`config.mk`:
```
export PLATFORM = sky130hd
export DESIGN_NAME = mine_cursor_enc
export DESIGN_NICKNAME = d
export VERILOG_FILES = /design/src/rtl/mine_cursor_enc.sv
export SDC_FILE = /design/constraint.sdc
export NUM_CORES = 1
export LEC_CHECK = 0
export CAP_MARGIN = 20
export CORE_MARGIN = 1
export CORE_UTILIZATION = 35
export DETAILED_ROUTE_END_ITERATION = 8
export MAX_ROUTING_LAYER = met4
export PLACE_DENSITY = 0.76
export REMOVE_ABC_BUFFERS = 1
export SETUP_SLACK_MARGIN = 0.15
export SYNTH_ARGS = -nofsm -noshare
export SYNTH_HDL_FRONTEND = slang
export SYNTH_SLANG_ARGS = --single-unit
export TNS_END_PERCENT = 20
```
`constraint.sdc`:
```
create_clock -name clka -period 3 [get_ports clka]
set_clock_uncertainty 0.05 [all_clocks]
set_input_delay 0.6 -clock clka [delete_from_list [all_inputs] [get_ports clka]]
set_output_delay 0.6 -clock clka [all_outputs]
set_load 0.05 [all_outputs]
```
`src/rtl/mine_cursor_enc.sv`:
```
// mine_cursor_enc: cursor/select front end for the minesweeper datapath.
// It moves a row/column cursor with edge-detected direction buttons. On select
// it encodes the cell index row*GRID_N+col and offers it on a data/valid
// interface.
// Optional feature: define AUTO_REPEAT_EN to make held direction buttons
// auto-repeat every REPEAT_DLY clocks. The default build has no repeat logic.
//
// Handshake: data_valid rises with a new index. data stays stable while
// data_valid=1. A one-cycle ack while data_valid=1 consumes the index, and
// data_valid falls on the following edge. ack with data_valid=0 is ignored.
// data keeps its last value after consumption.
module mine_cursor_enc #(
   parameter int GRID_N = 5,
   parameter int IDX_W  = 5
`ifdef AUTO_REPEAT_EN
   ,
   parameter int REPEAT_DLY = 8
`endif
) (
   input  logic                     clka,
   input  logic                     restart,
   input  logic                     btn_up,
   input  logic                     btn_down,
   input  logic                     btn_left,
   input  logic                     btn_right,
   input  logic                     btn_sel,
   input  logic [GRID_N*GRID_N-1:0] cleared,
   input  logic                     gameover,
   input  logic                     ack,
   output logic [IDX_W-1:0]         data,
   output logic                     data_valid,
   output logic                     reject,
   output logic [2:0]               cursor_row,
   output logic [2:0]               cursor_col,
   output logic [1:0]               state_dbg
);

   typedef enum logic [1:0] {
      IDLE = 2'd0,
      PEND = 2'd1,
      LOCK = 2'd2
   } state_t;

   localparam logic [2:0] LAST = 3'(GRID_N - 1);

   state_t     state;
   // Button bit order: {sel, right, left, down, up}.
   logic [4:0] btn_now;
   logic [4:0] btn_q;
   logic [4:0] btn_prev;
   logic [4:0] btn_edge;
   logic [3:0] rpt_pulse;
   logic [3:0] move;
   logic       sel_edge;
   logic [IDX_W-1:0] cur_idx;
   logic       cell_cleared;

   assign btn_now  = {btn_sel, btn_right, btn_left, btn_down, btn_up};
   assign btn_edge = btn_q & ~btn_prev;
   assign sel_edge = btn_edge[4];
   assign move     = btn_edge[3:0] | rpt_pulse;
   assign state_dbg = state;

   // The index is built from the cursor before any move made in the same cycle.
   assign cur_idx      = IDX_W'(cursor_row) * IDX_W'(GRID_N) + IDX_W'(cursor_col);
   assign cell_cleared = cleared[cur_idx];

   // Button sampling and edge history. Both stages clear on restart, so a button held through reset produces one edge afterwards.
   always_ff @(posedge clka) begin
      if (restart) begin
         btn_q    <= '0;
         btn_prev <= '0;
      end else begin
         btn_q    <= btn_now;
         btn_prev <= btn_q;
      end
   end

`ifdef AUTO_REPEAT_EN
   localparam int CNT_W = (REPEAT_DLY > 1) ? $clog2(REPEAT_DLY) : 1;
   localparam logic [CNT_W-1:0] CNT_LAST = CNT_W'(REPEAT_DLY - 1);

   logic [CNT_W-1:0] rpt_cnt;
   logic             dir_same;

   assign dir_same  = (btn_q[3:0] == btn_prev[3:0]) && (btn_q[3:0] != 4'd0);
   assign rpt_pulse = (dir_same && rpt_cnt == CNT_LAST) ? btn_q[3:0] : 4'd0;

   // Repeat timer. It restarts whenever the held direction set changes and wraps after each repeat.
   always_ff @(posedge clka) begin
      if (restart || (btn_q[3:0] != btn_prev[3:0])) begin
         rpt_cnt <= '0;
      end else if (dir_same) begin
         if (rpt_cnt == CNT_LAST) rpt_cnt <= '0;
         else                     rpt_cnt <= rpt_cnt + 1'b1;
      end
   end
`else
   assign rpt_pulse = 4'd0;
`endif

   // Cursor update. Opposite directions cancel, and moves off either edge wrap around.
   always_ff @(posedge clka) begin
      if (restart) begin
         cursor_row <= 3'd0;
         cursor_col <= 3'd0;
      end else begin
         if (move[0] && !move[1])
            cursor_row <= (cursor_row == 3'd0) ? LAST : cursor_row - 3'd1;
         else if (move[1] && !move[0])
            cursor_row <= (cursor_row == LAST) ? 3'd0 : cursor_row + 3'd1;
         if (move[2] && !move[3])
            cursor_col <= (cursor_col == 3'd0) ? LAST : cursor_col - 3'd1;
         else if (move[3] && !move[2])
            cursor_col <= (cursor_col == LAST) ? 3'd0 : cursor_col + 3'd1;
      end
   end

   // Select FSM. IDLE accepts or refuses a select, PEND holds the index until ack, and LOCK refuses selects until gameover clears.
   always_ff @(posedge clka) begin
      if (restart) begin
         state      <= IDLE;
         data       <= '0;
         data_valid <= 1'b0;
         reject     <= 1'b0;
      end else begin
         reject <= 1'b0;
         case (state)
            IDLE: begin
               if (sel_edge) begin
                  if (gameover || cell_cleared) begin
                     reject <= 1'b1;
                  end else begin
                     data       <= cur_idx;
                     data_valid <= 1'b1;
                     state      <= PEND;
                  end
               end
            end
            PEND: begin
               if (ack) begin
                  data_valid <= 1'b0;
                  state      <= gameover ? LOCK : IDLE;
               end
            end
            LOCK: begin
               if (sel_edge) reject <= 1'b1;
               if (!gameover) state <= IDLE;
            end
            default: state <= IDLE;
         endcase
      end
   end

endmodule

```
==> metrics list, run 1 <==
* Worst setup path startpoint: cursor_row[0]$_SDFFE_PP0P_
- Path depth of the worst reg2reg path: 8
- RD Place Congestion: 0.8508
- Crit. End Element: flop
- Count of buffers inserted at the top-level ports: 48
- Maximum clock rate: 0.3684 GHz
- Average cell area after synthesis: 10.23 sq um
- Vias in the first global route: 1238
* Non-filler cells, final: 254
- In this run the number of H-tree levels came out at 1.
- No sink is reached through more buffers than the 2 on the longest clock path.
- Clock tree from TritonCTS: done
- Portion of total power attributed to combinational logic: 0.438
* Number of enable-type register cells in the synthesized netlist: 0
- The multi-input combinational cells in the finished layout cover a total of 1035 sq um.
- Met2 Use GR: 0.2659
- Most common cell in the synthesized netlist: sky130_fd_sc_hd__dfxtp_1
* Detailed-placement wirelength estimate: 2520 um
- Worst slew slack as a fraction of its limit: 0.5025
- Fraction of post-synthesis cell area in the top cell type by area: 0.3239
* Clock buffers created by TritonCTS: 3
* IO Pins: 49
- The initial antenna violation count is 0.
* Ys flop type: sky130_fd_sc_hd__dfxtp_1
- The run finished with clean final reports.
- Cell Pwr Density: 466.0 nW/um^2
- Worst-case register-to-register setup slack: 0.29 ns
- Combined global-route utilization of all metal layers: 0.1450
- Data on the critical path is required at its endpoint by 3.11 ns.
- From synthesis to final layout, the design area changed by 42.02%.
* Antenna diode instance count: 0
- R2R Path Start: cursor_row[0]$_SDFFE_PP0P_
* Internal power summed over all cells: 667.3 uW
- The worst hold path terminates at btn_prev[0]$_SDFF_PP0_.
- The commonest cells after synthesis are sky130_fd_sc_hd__dfxtp_1, sky130_fd_sc_hd__ha_1, sky130_fd_sc_hd__nor2b_1.
* Count of antenna-violating nets left after detailed routing: 0
- Per-cell routed wire length: 12.73 um
* Reg-to-reg critical path endpoint: reject$_SDFF_PP0_
- Category of the worst setup path launch point: flop
- VDD sags by at most 345.4 uV.
- For the pin with the worst max-slew slack, the measured transition is 0.7440 ns.
- The analysis attributes to net switching a power of 355.3 uW.
- sky130_fd_sc_hd__dfxtp_1 takes more of the synthesized area than any other cell.
* Die area: 4685 sq um
- Setup Total Neg Slack: 0 ns
- GRT overflow: 0
- In this run the worst hold path is classified as reg -> reg.
* Die extent in x: 68.45 um
- Clock tree synthesis selected as its root buffer the cell sky130_fd_sc_hd__clkbuf_8.
- The detailed router finished its first iteration with 39 violations.
* Leakage Power: 0.8644 nW
- Clock input transition at the sequential cells of the worst setup and hold paths: 0.09 ns
* Post-synthesis cell count: 151
- Global-route wire length before repair: 5078 um
* Global route hottest layer: met2
* Count of unresolved DRC violations after routing: 0
- The pre-antenna-repair detailed-routing pass consisted of 4 iterations.
- Max Fanout on Critical Path: 5
- The routed design has 3233 um of wire.
- Number of warnings printed during yosys synthesis: 0
* Final setup violation count: 0
* Startpoint of the most critical hold path: btn_q[0]$_SDFF_PP0_
* Number of pins with negative max-slew slack in the final report: 0
- Clock power share: 0.200
- Hold violation total from the final report: 0
- Core outline area: 4115 sq um
* Largest net degree at the start of global routing: 21
* Async SR Flop Fraction: 0
- Of the available clock period, the critical path in the final layout requires 0.9047.
* Total Nets Final: 258
- Dpl cells: 249
- At the later pin of the worst-skew pair, clock insertion delay measures 0.26 ns.
- Switching fraction of total power: 0.3475
* WS Path Type: reg -> reg
- Area of the mapped netlist: 1545 sq um
- For met3 alone, demand over resource in global routing was 0.03167.
* Total of flip-flops plus latches after synthesis: 25
- Post-synthesis cell type count: 42
* Share of synthesized area occupied by flip-flops and latches: 0.3239
* Sequential power share: 0.362
- Setup repair after global routing left no endpoint under its margin.
* Clk sinks: 25
- Total number of vias: 1322
- Layout filler cell count: 401
- Sequential standard cell area: 503.0 sq um
* Via count normalized by instance count: 5.205
- For this configuration, the core starts out at a cell density of 0.3755.
- From bottom edge to top edge, the die measures 68.45 um.
* Hold Path Stages: 1
* Synth top area cells: sky130_fd_sc_hd__dfxtp_1, sky130_fd_sc_hd__ha_1, sky130_fd_sc_hd__mux4_2, sky130_fd_sc_hd__nor2b_1, sky130_fd_sc_hd__a21oi_1
- Layout cells sized above 1: 0.1471
- Crit path arrival time: 2.83 ns
* Post-route minimum period: 2.714 ns
- Maxcap violations: 0
* M1 GR Usage: 0.1621
- The initialized floorplan defines 23 standard-cell rows.
- Hold buffer count at CTS: 0
-- how the worst max path moves through the flow --
stage | end | cells past startpoint | slack (ns)
CTS | reject$_SDFF_PP0_ | 8 | 0.17
global placement | reject$_SDFF_PP0_ | 8 | 0.16
finish | reject$_SDFF_PP0_ | 8 | 0.29
floorplan | reject$_SDFF_PP0_ | 8 | -0.21
detailed placement | reject$_SDFF_PP0_ | 8 | 0.06
global route | reject$_SDFF_PP0_ | 8 | 0.15
-- worst max-delay path, cell delays in order, from the launching register on --
cell                        delay (ns)
sky130_fd_sc_hd__dfxtp_1          0.32
sky130_fd_sc_hd__ha_1             0.33
sky130_fd_sc_hd__ha_4             0.24
sky130_fd_sc_hd__fa_2             0.42
sky130_fd_sc_hd__xor2_4           0.22
sky130_fd_sc_hd__nand4b_1         0.19
sky130_fd_sc_hd__a221oi_4         0.39
sky130_fd_sc_hd__a211oi_2         0.14
sky130_fd_sc_hd__a2111oi_2        0.31
-- cell usage in the layout, fill, tap and decap left out, drive strengths merged, types with 2 or more instances in the layout --
cell / synthesis / final
clkbuf: 3 / 3
o21bai: 2 / 2
clkdlybuf4s50: 0 / 48
a221oi: 2 / 2
xor2: 2 / 2
nor2: 5 / 5
mux2i: 4 / 4
nand3: 4 / 4
nor3: 4 / 4
o21ai: 7 / 7
ha: 18 / 18
a211oi: 4 / 4
inv: 7 / 8
dfxtp: 25 / 25
mux4: 5 / 5
a2111oi: 3 / 3
nor2b: 19 / 19
xnor2: 2 / 2
nand2b: 3 / 3
nor4: 2 / 2
mux2: 2 / 2
a21o: 3 / 3
nor4b: 2 / 2
nand2: 2 / 2
a21oi: 11 / 11
buf: 1 / 5
-- registers in the layout, indices dropped and copies added (netlist names) --
signal and flops:
data_valid 1, data 5, reject 1, state_dbg 2
cursor_col 3, btn_q 5, cursor_row 3, btn_prev 5
-- cells by family (layout without fill, tap and decap cells) --
group	Yosys count	count (layout)	share of synthesized area
multiplexers	11	11	0.1134
adder cells (fa/ha/maj)	19	19	0.1587
AO/OA/AOI/OAI	36	36	0.1708
AND/OR/NAND/NOR	45	45	0.1733
flip-flops	25	25	0.3239
buffers and inverters	11	64	0.03239
XOR/XNOR	4	4	0.02754
-- per-stage QoR --
| stage | hold slack [ns] | util | setup WS, ns | instance area [sq um] | power [mW] |
|---|---|---|---|---|---|
| after detailed placement | 0.3955 | 0.5090 | 0.05974 | 2095 | 0.8007 |
| final | 0.4120 | 0.5333 | 0.2858 | 2195 | 1.023 |
| after floorplan | 0.3797 | - | -0.2090 | 1521 | 0.6634 |
| after global placement | 0.3900 | 0.5090 | 0.1588 | 2095 | 0.7930 |
| after CTS | 0.4161 | 0.5293 | 0.1696 | 2178 | 1.028 |
| after global routing | 0.4200 | 0.5333 | 0.1512 | 2195 | 1.088 |
-- layout make-up --
type                       count  area share
inverter                       7     0.01197
clock buffer                   3     0.01881
tap                           50     0.02851
multi-input combinational    115      0.4715
clock inverter                 1    0.003991
timing repair buffer          53      0.2360
sequential                    25      0.2292
-- power by group through the flow --
stage               Sequential [mW]  Clock, mW  Combinational (mW)
CTS                           0.370      0.213               0.445
detailed placement            0.378          0               0.423
global route                  0.374      0.226               0.488
global placement              0.377          0               0.416
floorplan                     0.428          0               0.236
finish                        0.370      0.204               0.448
-- what timing repair did --
action                     in CTS  in global routing
pin swaps                       4                  6
buffers inserted                1                  0
gates resized for setup         4                  3
setup endpoints to repair       6                  5
-- metal layers --
layer | part of all wire | up-vias
met2 | 0.47 | 38
li1 | - | 663
met5 | 0 | -
met4 | 0.0019 | 0
met1 | 0.45 | 619
met3 | 0.082 | 2
No activity file was read; power rests on OpenSTA's default activity.
==> run 2, diff against run 1 <==
--- a/config.mk
+++ b/config.mk
@@ -11,7 +11,6 @@
 export DETAILED_ROUTE_END_ITERATION = 8
 export MAX_ROUTING_LAYER = met4
 export PLACE_DENSITY = 0.76
-export REMOVE_ABC_BUFFERS = 1
 export SETUP_SLACK_MARGIN = 0.15
 export SYNTH_ARGS = -nofsm -noshare
 export SYNTH_HDL_FRONTEND = slang
==> metrics list, run 2 (same netlist as run 1, synthesis figures left out) <==
- The run finished with clean final reports.
- The peak supply drop came to 317.2 uV (-8.1%).
* Vias in the first global route: 1261 (+1.9%)
* Post-Synthesis Net Count: 204
- The aggregate negative setup slack was 0 ns (unchanged).
- The data arrival time of the critical path is 2.83 ns (about the same).
- The tree is rooted in a sky130_fd_sc_hd__clkbuf_8.
* IO Pins: 49 (unchanged)
- Via count normalized by instance count: 5.073 (-2.5%)
- Worst slew slack as a fraction of its limit: 0.6556 (+0.1531)
* Non-filler cells, final: 259 (+2.0%)
- The top cell types in the final layout, fill and taps aside, are sky130_fd_sc_hd__clkdlybuf4s50_1, sky130_fd_sc_hd__dfxtp_1, sky130_fd_sc_hd__nor2b_1.
- Setup repair after global routing missed its margin: yes
- The aggregate global routing overflow came to 0 (unchanged).
- Maxcap violations: 0 (unchanged)
- The final worst slack came to 0.2737 ns (-0.01214 ns).
- Category of the worst setup path launch point: flop
- The pin slew with the least headroom to its limit came to 0.5150 ns (-0.2289 ns).
- Clock buffers created by TritonCTS: 3 (unchanged)
- The final number of max-transition violations is 0 (unchanged).
- The number of failing hold endpoints at the final stage came to 0 (unchanged).
* Combined global-route utilization of all metal layers: 0.1553 (+0.01027)
- Hold WC Path Type: reg -> reg
- WL final: 3473 um (+7.4%)
- The number of instances in the placed design came to 248 (-0.40%).
- The first-iteration detailed-routing DRC count came to 33 (-15%).
- The area inside the core boundary is 4115 sq um (unchanged).
* Clock tree from TritonCTS: done
- Logic depth of the worst path, buffers included: 10 (+2)
- Worst setup path startpoint: cursor_row[0]$_SDFFE_PP0P_
- The ratio of cells with drive above 1 in the final layout is 0.1914 (+0.04433).
* Total number of vias: 1314 (-0.61%)
- R2R Path Start: cursor_row[0]$_SDFFE_PP0P_
- The number of buffers added on ports came to 48 (unchanged).
- Following the worst setup path forward leads to its endpoint at data[3]$_SDFFE_PP0P_.
- The routability congestion estimate from global placement was 0.8023 (-5.7%).
- The post-route DRC violation count is 0 (unchanged).
* Clk sinks: 25 (unchanged)
- Cell Pwr Density: 469.4 nW/um^2 (+0.74%)
- Worst-case register-to-register setup slack: 0.27 ns (about the same)
- Path depth of the worst reg2reg path: 10 (+2)
- Clock Path Buffers: 2 (unchanged)
- Critical path buffers and inverters: 1 (+1)
- Clock input transition at the sequential cells of the worst setup and hold paths: 0.08 ns (about the same)
- The worst-skew pair later-pin latency is 0.27 ns (about the same).
- Total Nets Final: 263 (+1.9%)
* Final setup violation count: 0 (unchanged)
- Leakage Power: 0.8875 nW (+2.7%)
* Antenna diode instance count: 0 (unchanged)
- Leaving out fill and tap cells, the most frequent cell in the layout is sky130_fd_sc_hd__clkdlybuf4s50_1.
- Biggest registers after layout: btn_prev: 5 flops, btn_q: 5 flops, data: 5 flops
* Global-route wire length before repair: 5306 um (+4.5%)
* Portion of the clock cycle consumed by the worst path in the final layout: 0.9088 (+0.004046)
- The final critical-path required period came to 2.726 ns (+0.01214 ns).
* Detailed Routing Iterations Pass 1: 4 (unchanged)
- The worst setup path is captured at a flop.
* Count of antenna-violating nets left after detailed routing: 0 (unchanged)
* Antenna violations before repair: 0 (unchanged)
* Detailed-placement wirelength estimate: 2551 um (+1.3%)
- Die area: 4685 sq um (unchanged)
* Worst endpoint required time: 3.10 ns (about the same)
- Initial core utilization: 0.3755 (unchanged)
- Die extent in x: 68.45 um (unchanged)
* Largest net degree at the start of global routing: 27 (+29%)
- Number of core rows: 23 (unchanged)
* Reg-to-reg critical path endpoint: data[3]$_SDFFE_PP0P_
- Hold buffer count at CTS: 0 (unchanged)
- The detailed-route wire length per cell came to 13.41 um (+5.3%).
- The longest individual stage delay on the worst path was 0.46 ns (+0.04 ns).
- Maximum clock rate: 0.3668 GHz (-0.45%)
* Critical path cell sequence: ha_1 -> ha_4 -> fa_2 -> nor2_1 -> nand4b_1 -> a221oi_2 -> buf_4 -> a21boi_2 -> a21oi_1 -> nor3_1
- H-tree lvl count: 1 (unchanged)
- The largest individual stage delay along the critical path comes from the cell sky130_fd_sc_hd__fa_2.
* Vertical die dimension: 68.45 um (unchanged)
- Placement Setup Slack: 0.06631 ns (+0.006565 ns)
* CP delay by family, top: adder cells
* WS Path Type: reg -> reg
- Area delta synth->final: 45.26%
* Max Fanout on Critical Path: 6 (+1)
run 2: how the worst min path moves through the flow:
stage / startpoint / to / depth (start not counted)
after global routing: btn_q[2]$_SDFF_PP0_ / btn_prev[2]$_SDFF_PP0_ / 1
after CTS: data_valid$_SDFFE_PP0P_ / data_valid$_SDFFE_PP0P_ / 2
after floorplan: btn_q[0]$_SDFF_PP0_ / btn_prev[0]$_SDFF_PP0_ / 1
after detailed placement: data_valid$_SDFFE_PP0P_ / data_valid$_SDFFE_PP0P_ / 2
final: data_valid$_SDFFE_PP0P_ / data_valid$_SDFFE_PP0P_ / 2
after global placement: btn_q[2]$_SDFF_PP0_ / btn_prev[2]$_SDFF_PP0_ / 1
run 2: where the power goes:
group / switching, mW / internal, mW
clock: 0.101 / 0.0949
combinational: 0.245 / 0.242
sequential: 0.0174 / 0.354
run 2: cell type report:
class | count | area (sq um)
clock buffers | 4 | 45.04
flip-flops and latches | 25 | 511.7
repair buffers | 58 | 555.5
inverters | 7 | 26.28
fillers | 374 | 1871
multi-input cells | 115 | 1044
well taps | 50 | 62.56
run 2: what timing repair did:
action,CTS,global route
endpoints found under the setup margin,4,8
cloned,0,0
pin swaps,4,5
resized for setup,1,7
setup buffers,4,3
run 2: routing by layer:
layer	track usage	share of wire	vias to the layer above
met4	0.04688	0.012	0
met1	0.1839	0.46	600
met3	0.03167	0.077	5
met2	0.2623	0.45	37
li1	-	-	672
met5	-	0	-
run 2: per-stage QoR:
step	hold WS (ns)	cell area, sq um	utilization	power (mW)
after floorplan	0.3797	1556	-	0.6750
after global placement	0.3909	2098	0.5099	0.7891
after detailed placement	0.4014	2098	0.5099	0.7984
after CTS	0.4134	2176	0.5287	1.020
after global routing	0.4375	2245	0.5455	1.118
final	0.4116	2245	0.5455	1.054
run 2: tightest hold or removal path: stages, from the launching register on:
cell	delay, ns
sky130_fd_sc_hd__dfxtp_1	0.32
sky130_fd_sc_hd__nand2_1	0.05
sky130_fd_sc_hd__a21oi_1	0.05
==> run 3, diff against run 2 <==
--- a/config.mk
+++ b/config.mk
@@ -5,9 +5,11 @@
 export SDC_FILE = /design/constraint.sdc
 export NUM_CORES = 1
 export LEC_CHECK = 0
+export ABC_CLOCK_PERIOD_IN_PS = 3000
 export CAP_MARGIN = 20
 export CORE_MARGIN = 1
 export CORE_UTILIZATION = 35
+export CTS_CLUSTER_DIAMETER = 150
 export DETAILED_ROUTE_END_ITERATION = 8
 export MAX_ROUTING_LAYER = met4
 export PLACE_DENSITY = 0.76
==> results of run 3 <==
Final layout, timing and power as in run 2 (identical DEF).
